[config.mk]
export PLATFORM = sky130hd
export DESIGN_NAME = sram_bus_arbiter
export DESIGN_NICKNAME = d
export VERILOG_FILES = /design/src/rtl/mem_pkg.sv /design/src/rtl/mem_load_align.sv /design/src/rtl/sram_bus_arbiter.sv
export SDC_FILE = /design/constraint.sdc
export NUM_CORES = 1
export LEC_CHECK = 0
export CAP_MARGIN = 20
export CORE_MARGIN = 2
export CORE_UTILIZATION = 43
export CTS_CLUSTER_SIZE = 30
export DETAILED_ROUTE_END_ITERATION = 7
export HOLD_SLACK_MARGIN = 0.03
export PLACE_DENSITY_LB_ADDON = 0.2
export SLEW_MARGIN = 20
export SYNTH_ARGS = -nofsm -noshare
export SYNTH_HDL_FRONTEND = slang
export SYNTH_SLANG_ARGS = --single-unit
[constraint.sdc]
create_clock -name clk50 -period 2.22 [get_ports clk50]
set_input_delay 0.222 -clock clk50 [delete_from_list [all_inputs] [get_ports clk50]]
set_output_delay 0.222 -clock clk50 [all_outputs]
set_load 0.05 [all_outputs]
[src/rtl/mem_pkg.sv]
// Shared definitions for the SRAM bus arbiter: access size encodings,
// arbiter FSM states and the default SRAM access length.
package mem_pkg;

  localparam logic [1:0] SIZE_BYTE = 2'b00;
  localparam logic [1:0] SIZE_HALF = 2'b01;
  localparam logic [1:0] SIZE_WORD = 2'b10;

  localparam int ACCESS_CYCLES_DEFAULT = 2;

  typedef enum logic [1:0] {
    ST_IDLE   = 2'd0,
    ST_ACCESS = 2'd1,
    ST_RESP   = 2'd2
  } state_t;

  // Half accesses need addr[0]=0, word (and the 11 encoding) need addr[1:0]=0.
  function automatic logic is_misaligned(input logic [1:0] size, input logic [1:0] addr_lo);
    logic w_bad;
    case (size)
      SIZE_BYTE: w_bad = 1'b0;
      SIZE_HALF: w_bad = addr_lo[0];
      default:   w_bad = |addr_lo;
    endcase
    return w_bad;
  endfunction

endpackage

[src/rtl/mem_load_align.sv]
// Load data alignment: picks the byte/half lane selected by the low address
// bits out of the raw SRAM word and sign- or zero-extends it to 32 bits.
module mem_load_align
  import mem_pkg::*;
(
  input  logic [31:0] i_raw,
  input  logic [1:0]  i_size,
  input  logic        i_signed,
  input  logic [1:0]  i_addr_lo,
  output logic [31:0] o_data
);

  logic [7:0]  w_byte;
  logic [15:0] w_half;

  // Lane extraction followed by extension according to access size.
  always_comb begin
    w_byte = 8'h00;
    case (i_addr_lo)
      2'd0: w_byte = i_raw[7:0];
      2'd1: w_byte = i_raw[15:8];
      2'd2: w_byte = i_raw[23:16];
      2'd3: w_byte = i_raw[31:24];
      default: w_byte = 8'h00;
    endcase
    w_half = i_addr_lo[1] ? i_raw[31:16] : i_raw[15:0];
    case (i_size)
      SIZE_BYTE: o_data = {{24{i_signed & w_byte[7]}}, w_byte};
      SIZE_HALF: o_data = {{16{i_signed & w_half[15]}}, w_half};
      default:   o_data = i_raw;
    endcase
  end

endmodule

[src/rtl/sram_bus_arbiter.sv]
// Owns the single SRAM controller port for the CPU. Data (MEM-stage)
// requests win over instruction fetches; the winner is latched for the
// whole access. Each access is IDLE -> ACCESS (ACCESS_CYCLES) -> RESP, or
// IDLE -> RESP directly for a misaligned data access.
//
// state     | meaning
// ----------+-----------------------------------------------------------
// ST_IDLE   | no access; sample requests, data first
// ST_ACCESS | request driven stable toward SRAM, down-counter running
// ST_RESP   | one-cycle ready pulse to the granted requester
module sram_bus_arbiter
  import mem_pkg::*;
#(
  parameter int ACCESS_CYCLES = ACCESS_CYCLES_DEFAULT
) (
  input  logic        clk50,
  input  logic        rst,
  input  logic        if_req_i,
  input  logic [31:0] if_addr_i,
  output logic [31:0] if_data_o,
  output logic        if_ready_o,
  input  logic        mem_req_i,
  input  logic        mem_we_i,
  input  logic [1:0]  mem_size_i,
  input  logic        mem_signed_i,
  input  logic [31:0] mem_addr_i,
  input  logic [31:0] mem_wdata_i,
  output logic [31:0] mem_rdata_o,
  output logic        mem_ready_o,
  output logic        mem_addr_err_o,
  output logic        stall_o,
  output logic        ramReq_o,
  output logic        ramOp_o,
  output logic [19:0] ramAddr_o,
  output logic [31:0] storeData_o,
  output logic [3:0]  byteEnable_n_o,
  input  logic [31:0] loadData_i
);

  localparam int CNT_W = (ACCESS_CYCLES > 1) ? $clog2(ACCESS_CYCLES) : 1;

  state_t             r_state;
  state_t             w_next;
  logic [CNT_W-1:0]   r_cnt;
  logic               r_is_mem;
  logic               r_err;
  logic               r_we;
  logic [1:0]         r_size;
  logic               r_signed;
  logic [1:0]         r_addr_lo;
  logic               r_ram_req;
  logic               r_ram_op;
  logic [19:0]        r_ram_addr;
  logic [31:0]        r_store_data;
  logic [3:0]         r_be_n;
  logic [31:0]        r_mem_rdata;
  logic [31:0]        r_if_data;

  logic               w_start;
  logic               w_misal;
  logic [31:0]        w_sel_addr;
  logic [31:0]        w_store_data;
  logic [3:0]         w_be_n;
  logic [31:0]        w_aligned;
  logic               w_unused;

  // Upper address bits are outside the 4 MiB SRAM window.
  assign w_unused = &{1'b0, if_addr_i[31:22], if_addr_i[1:0], mem_addr_i[31:22]};

  // State register.
  always_ff @(posedge clk50 or negedge rst) begin
    if (!rst) r_state <= ST_IDLE;
    else      r_state <= w_next;
  end

  // Next-state logic; data requests are checked before fetches.
  always_comb begin
    w_next  = r_state;
    w_start = 1'b0;
    w_misal = is_misaligned(mem_size_i, mem_addr_i[1:0]);
    case (r_state)
      ST_IDLE: begin
        if (mem_req_i) begin
          w_start = 1'b1;
          w_next  = w_misal ? ST_RESP : ST_ACCESS;
        end else if (if_req_i) begin
          w_start = 1'b1;
          w_next  = ST_ACCESS;
        end
      end
      ST_ACCESS: if (r_cnt == '0) w_next = ST_RESP;
      ST_RESP:   w_next = ST_IDLE;
      default:   w_next = ST_IDLE;
    endcase
  end

  // Store lane replication and byte enables; loads and fetches read all lanes.
  always_comb begin
    w_sel_addr   = mem_req_i ? mem_addr_i : if_addr_i;
    w_store_data = mem_wdata_i;
    w_be_n       = 4'h0;
    if (mem_req_i && mem_we_i) begin
      case (mem_size_i)
        SIZE_BYTE: begin
          w_store_data = {4{mem_wdata_i[7:0]}};
          w_be_n       = ~(4'b0001 << mem_addr_i[1:0]);
        end
        SIZE_HALF: begin
          w_store_data = {2{mem_wdata_i[15:0]}};
          w_be_n       = mem_addr_i[1] ? 4'b0011 : 4'b1100;
        end
        default: begin
          w_store_data = mem_wdata_i;
          w_be_n       = 4'h0;
        end
      endcase
    end
  end

  mem_load_align u_load_align (
    .i_raw     (loadData_i),
    .i_size    (r_size),
    .i_signed  (r_signed),
    .i_addr_lo (r_addr_lo),
    .o_data    (w_aligned)
  );

  // Access datapath: latch the grant on start, hold the SRAM request stable
  // through ACCESS, capture read data on the last ACCESS cycle.
  always_ff @(posedge clk50 or negedge rst) begin
    if (!rst) begin
      r_cnt        <= '0;
      r_is_mem     <= 1'b0;
      r_err        <= 1'b0;
      r_we         <= 1'b0;
      r_size       <= SIZE_BYTE;
      r_signed     <= 1'b0;
      r_addr_lo    <= 2'b00;
      r_ram_req    <= 1'b0;
      r_ram_op     <= 1'b0;
      r_ram_addr   <= '0;
      r_store_data <= '0;
      r_be_n       <= 4'hF;
      r_mem_rdata  <= '0;
      r_if_data    <= '0;
    end else begin
      case (r_state)
        ST_IDLE: begin
          if (w_start) begin
            r_is_mem  <= mem_req_i;
            r_err     <= mem_req_i & w_misal;
            r_we      <= mem_req_i & mem_we_i;
            r_size    <= mem_size_i;
            r_signed  <= mem_signed_i;
            r_addr_lo <= mem_addr_i[1:0];
            r_cnt     <= CNT_W'(ACCESS_CYCLES - 1);
            if (mem_req_i && w_misal) begin
              r_mem_rdata <= '0;
            end else begin
              r_ram_req    <= 1'b1;
              r_ram_op     <= mem_req_i & mem_we_i;
              r_ram_addr   <= w_sel_addr[21:2];
              r_store_data <= w_store_data;
              r_be_n       <= w_be_n;
            end
          end
        end
        ST_ACCESS: begin
          if (r_cnt == '0) begin
            r_ram_req <= 1'b0;
            r_ram_op  <= 1'b0;
            r_be_n    <= 4'hF;
            if (r_is_mem) r_mem_rdata <= r_we ? 32'h0 : w_aligned;
            else          r_if_data   <= loadData_i;
          end else begin
            r_cnt <= r_cnt - CNT_W'(1);
          end
        end
        default: ;
      endcase
    end
  end

  assign ramReq_o       = r_ram_req;
  assign ramOp_o        = r_ram_op;
  assign ramAddr_o      = r_ram_addr;
  assign storeData_o    = r_store_data;
  assign byteEnable_n_o = r_be_n;
  assign mem_rdata_o    = r_mem_rdata;
  assign if_data_o      = r_if_data;
  assign mem_ready_o    = (r_state == ST_RESP) &  r_is_mem;
  assign if_ready_o     = (r_state == ST_RESP) & ~r_is_mem;
  assign mem_addr_err_o = mem_ready_o & r_err;
  assign stall_o        = (if_req_i & ~if_ready_o) | (mem_req_i & ~mem_ready_o);

endmodule

==> out/metrics.cfg <==
[yosys]
syn_inst=539
synth.top_cell.area_share_pct=53.1
syn-mean-instance-area_um2=11.3
ys.flop_type=dfrtp_1
yosys.area.top_type=dfrtp_1
ys_seq_elements=133
synth_cell_types=43
yosys_warnings=0
syn-cell-area_um2=6070
synthArstFlopShare_pct=100
yosysSeqAreaShare_pct=54.9
synth_enable_flop_cells=0
syn_nets=675
synth.area.top_cells=dfrtp_1 (53%), mux2_2 (9.3%), mux2i_1 (7.3%)

[power_and_ir_drop]
combPwrFrac_pct=56.3
power_density_nw_per_um2=1650
ir_drop_mv=0.952
power_frac_seq_pct=26.9
p_sw_share_pct=46.1
power_frac_clock_pct=16.9
intPower_mw=8.39
power.leakage_nw=4.11
p_sw_mw=7.16

[sta]
fin_hold_ws_ns=0.348
maxSlewViolCount=0
setup_viol=0
fin_setup_tns_ns=0
post-route-period-util_pct=91.1
worst_slack_ns=0.197
clock_skew_ns=0.00686
max-slew-margin-rel_pct=60.7
tightest_slew_ns=0.585
max_freq_ghz=0.494
hold_violations=0
rsz0062_at_grt=no
post-route-min-period_ns=2.02

[outcome]
outcome=complete, no violations

[placement]
dp_hpwl_um=12900
numPortBuffers=239
preCtsSetupSlack_ns=0.0213
gp_congestion=0.860
dpl.cell_count=950

[clocking]
cts_inserted_buffers=17
htreeDepth=4
clk_latency_ns=0.41
clkTransAtPathRegs_ns=0.06
cts_tree=done
clock_path_buffers=2
root_buffer=clkbuf_16
numClockSinks=133

[setup_path]
ff2ff_setup_slack_ns=0.30
crit_required_ns=2.00
path_cells=clkdlybuf4s50_1
crit_fanout=2
path_delay_family=buffers and inverters
crit_buf_inv=1
slowest_stage=clkdlybuf4s50_1
worstSetupPathType=reg -> out
cp-end-kind=output port
startpoint_type=flip-flop
slowest_delay_ns=0.85
cp.arrival_ns=1.80

[die]
die_h_um=123
ios=262
fp.coreArea_um2=13800
rows=43
die_w_um=123
initial_core_util_pct=43.9
die_area_um2=15100

[final_layout]
final_cell_count_no_fill=982
area_delta_synth_final_pct=54.7
fillers=1018
postLayoutCoreUtil_pct=68.0
fin_nets=926
drive_gt1_share_pct=15.5

[route]
wl_um=17300
dr.pass1.iters=5
drcViolationCount=0
ant_nets=0
vias=5213
avgViaCountPerCell=5.31
routedWlPerCell_um=17.6
drt_iter0_markers=282

[worst_hold_path]
hold_class=in -> async

[global_routing]
overflow=0
antenna_found_initial=0
grt_max_degree=61
grt_pass1_vias=5464
grt_usage_pct=24.0
grt_first_pass_wirelength_um=27700

[job]
cap_violations=0

[cell type report]
| type | count | area (um2) | area share [%] |
|---|---|---|---|
| sequential | 133 | 3330 | 35.5 |
| clock buffer | 26 | 509 | 5.42 |
| tap | 180 | 225 | 2.40 |
| clock inverter | 4 | 45.0 | 0.479 |
| timing repair buffer | 273 | 2730 | 29.0 |
| multi-input combinational | 355 | 2520 | 26.8 |
| antenna | 1 | 2.50 | 0.0266 |
| inverter | 10 | 37.5 | 0.399 |
[sequential cells by signal, indices dropped and copies added, names as in the netlist, 2 cells and up]
name            count
r_addr_lo           2
if_data_o          32
r_state             2
byteEnable_n_o      4
storeData_o        32
ramAddr_o          20
mem_rdata_o        32
r_size              2
[routing by layer]
layer	up-vias	GRT usage, %	share of wire [%]
li1	2430	-	-
met1	2539	28.5	40
met3	27	9.57	9.7
met4	0	9.27	2.0
met2	217	38.8	49
met5	-	0	0
[synth_stat cells (all sizes together), types with 10 or more instances]
library cell,count
clkbuf,24
dfrtp,129
buf,17
nor3,10
nand2,76
a221o,16
a21oi,14
inv,10
o21ai,50
mux2i,44
nor2,15
nand2b,12
mux2,54
[cells in the final DEF, fill, tap and decap left out, types with 2 or more instances in the layout]
cell type        netlist  routed
o21ai_0               50      49
dfrtp_1              129     129
mux2_1                 4       4
nand2b_1              12      12
o211ai_1               2       2
a32o_1                 9       9
mux2_2                50      50
nor2b_1                9       9
nand4_1                2       2
a22o_1                 2       2
nand3_1                3       3
mux2i_1               44      44
a21oi_1               14      14
a221o_1               16      16
clkbuf_8               0       5
clkbuf_16              0      17
inv_1                 10      10
buf_12                 0       7
nor3b_2                1       2
dfstp_2                4       4
clkbuf_1              24       4
o22ai_1                8       8
a2111oi_0              6       6
clkinv_2               0       3
nor2_1                15      15
o22a_1                 4       4
buf_4                  2      30
clkdlybuf4s50_1        0     234
or2_2                  2       2
nand2_1               76      76
nand3b_1               2       2
and2_1                 2       2
nor3_1                10       9
[final timing paths]
check,startpoint,to,cells past startpoint
min,rst,if_data_o[28],2
min in group clk50,mem_signed_i,r_signed,3
max in group asynchronous,rst,byteEnable_n_o[0],3
min reg2reg,ramAddr_o[2],ramAddr_o[2],2
max reg2reg,r_addr_lo[1],mem_rdata_o[21],5
max,byteEnable_n_o[3],byteEnable_n_o[3],1
[power by group through the flow]
stage               combinational, mW  clock, mW  sequential [mW]
floorplan                        2.26          0             7.55
global placement                 8.65          0             4.15
finish                           8.75       2.62             4.18
CTS                              8.81       2.68             4.19
detailed placement               8.78          0             4.21
global route                     9.23       2.80             4.33
[worst register-to-register path: stages (launching register included)]
cell      delay [ns]
dfrtp_1         0.42
mux4_2          0.55
a22oi_1         0.14
and4bb_1        0.26
buf_12          0.16
a221o_1         0.27
[kinds of logic after synthesis]
kind of cell	after synthesis	share of synthesized area, %
mux	99	17.6
flops	133	54.9
compound gates	119	13.2
buf+inv	51	3.85
simple gates	137	10.4
[stage by stage]
stage	cell area, um2	power (mW)
global placement	8830	12.8
global route	9400	16.3
CTS	9400	15.7
floorplan	6080	9.81
detailed placement	8830	13.0
finish	9400	15.6
[timing repair]
item | CTS | global route
hold endpoints to repair | 57 | 0
gates resized for setup | 0 | 0
setup buffers | 0 | 0
hold buffers | 1 | 0
(Power assumes the default switching activity.)
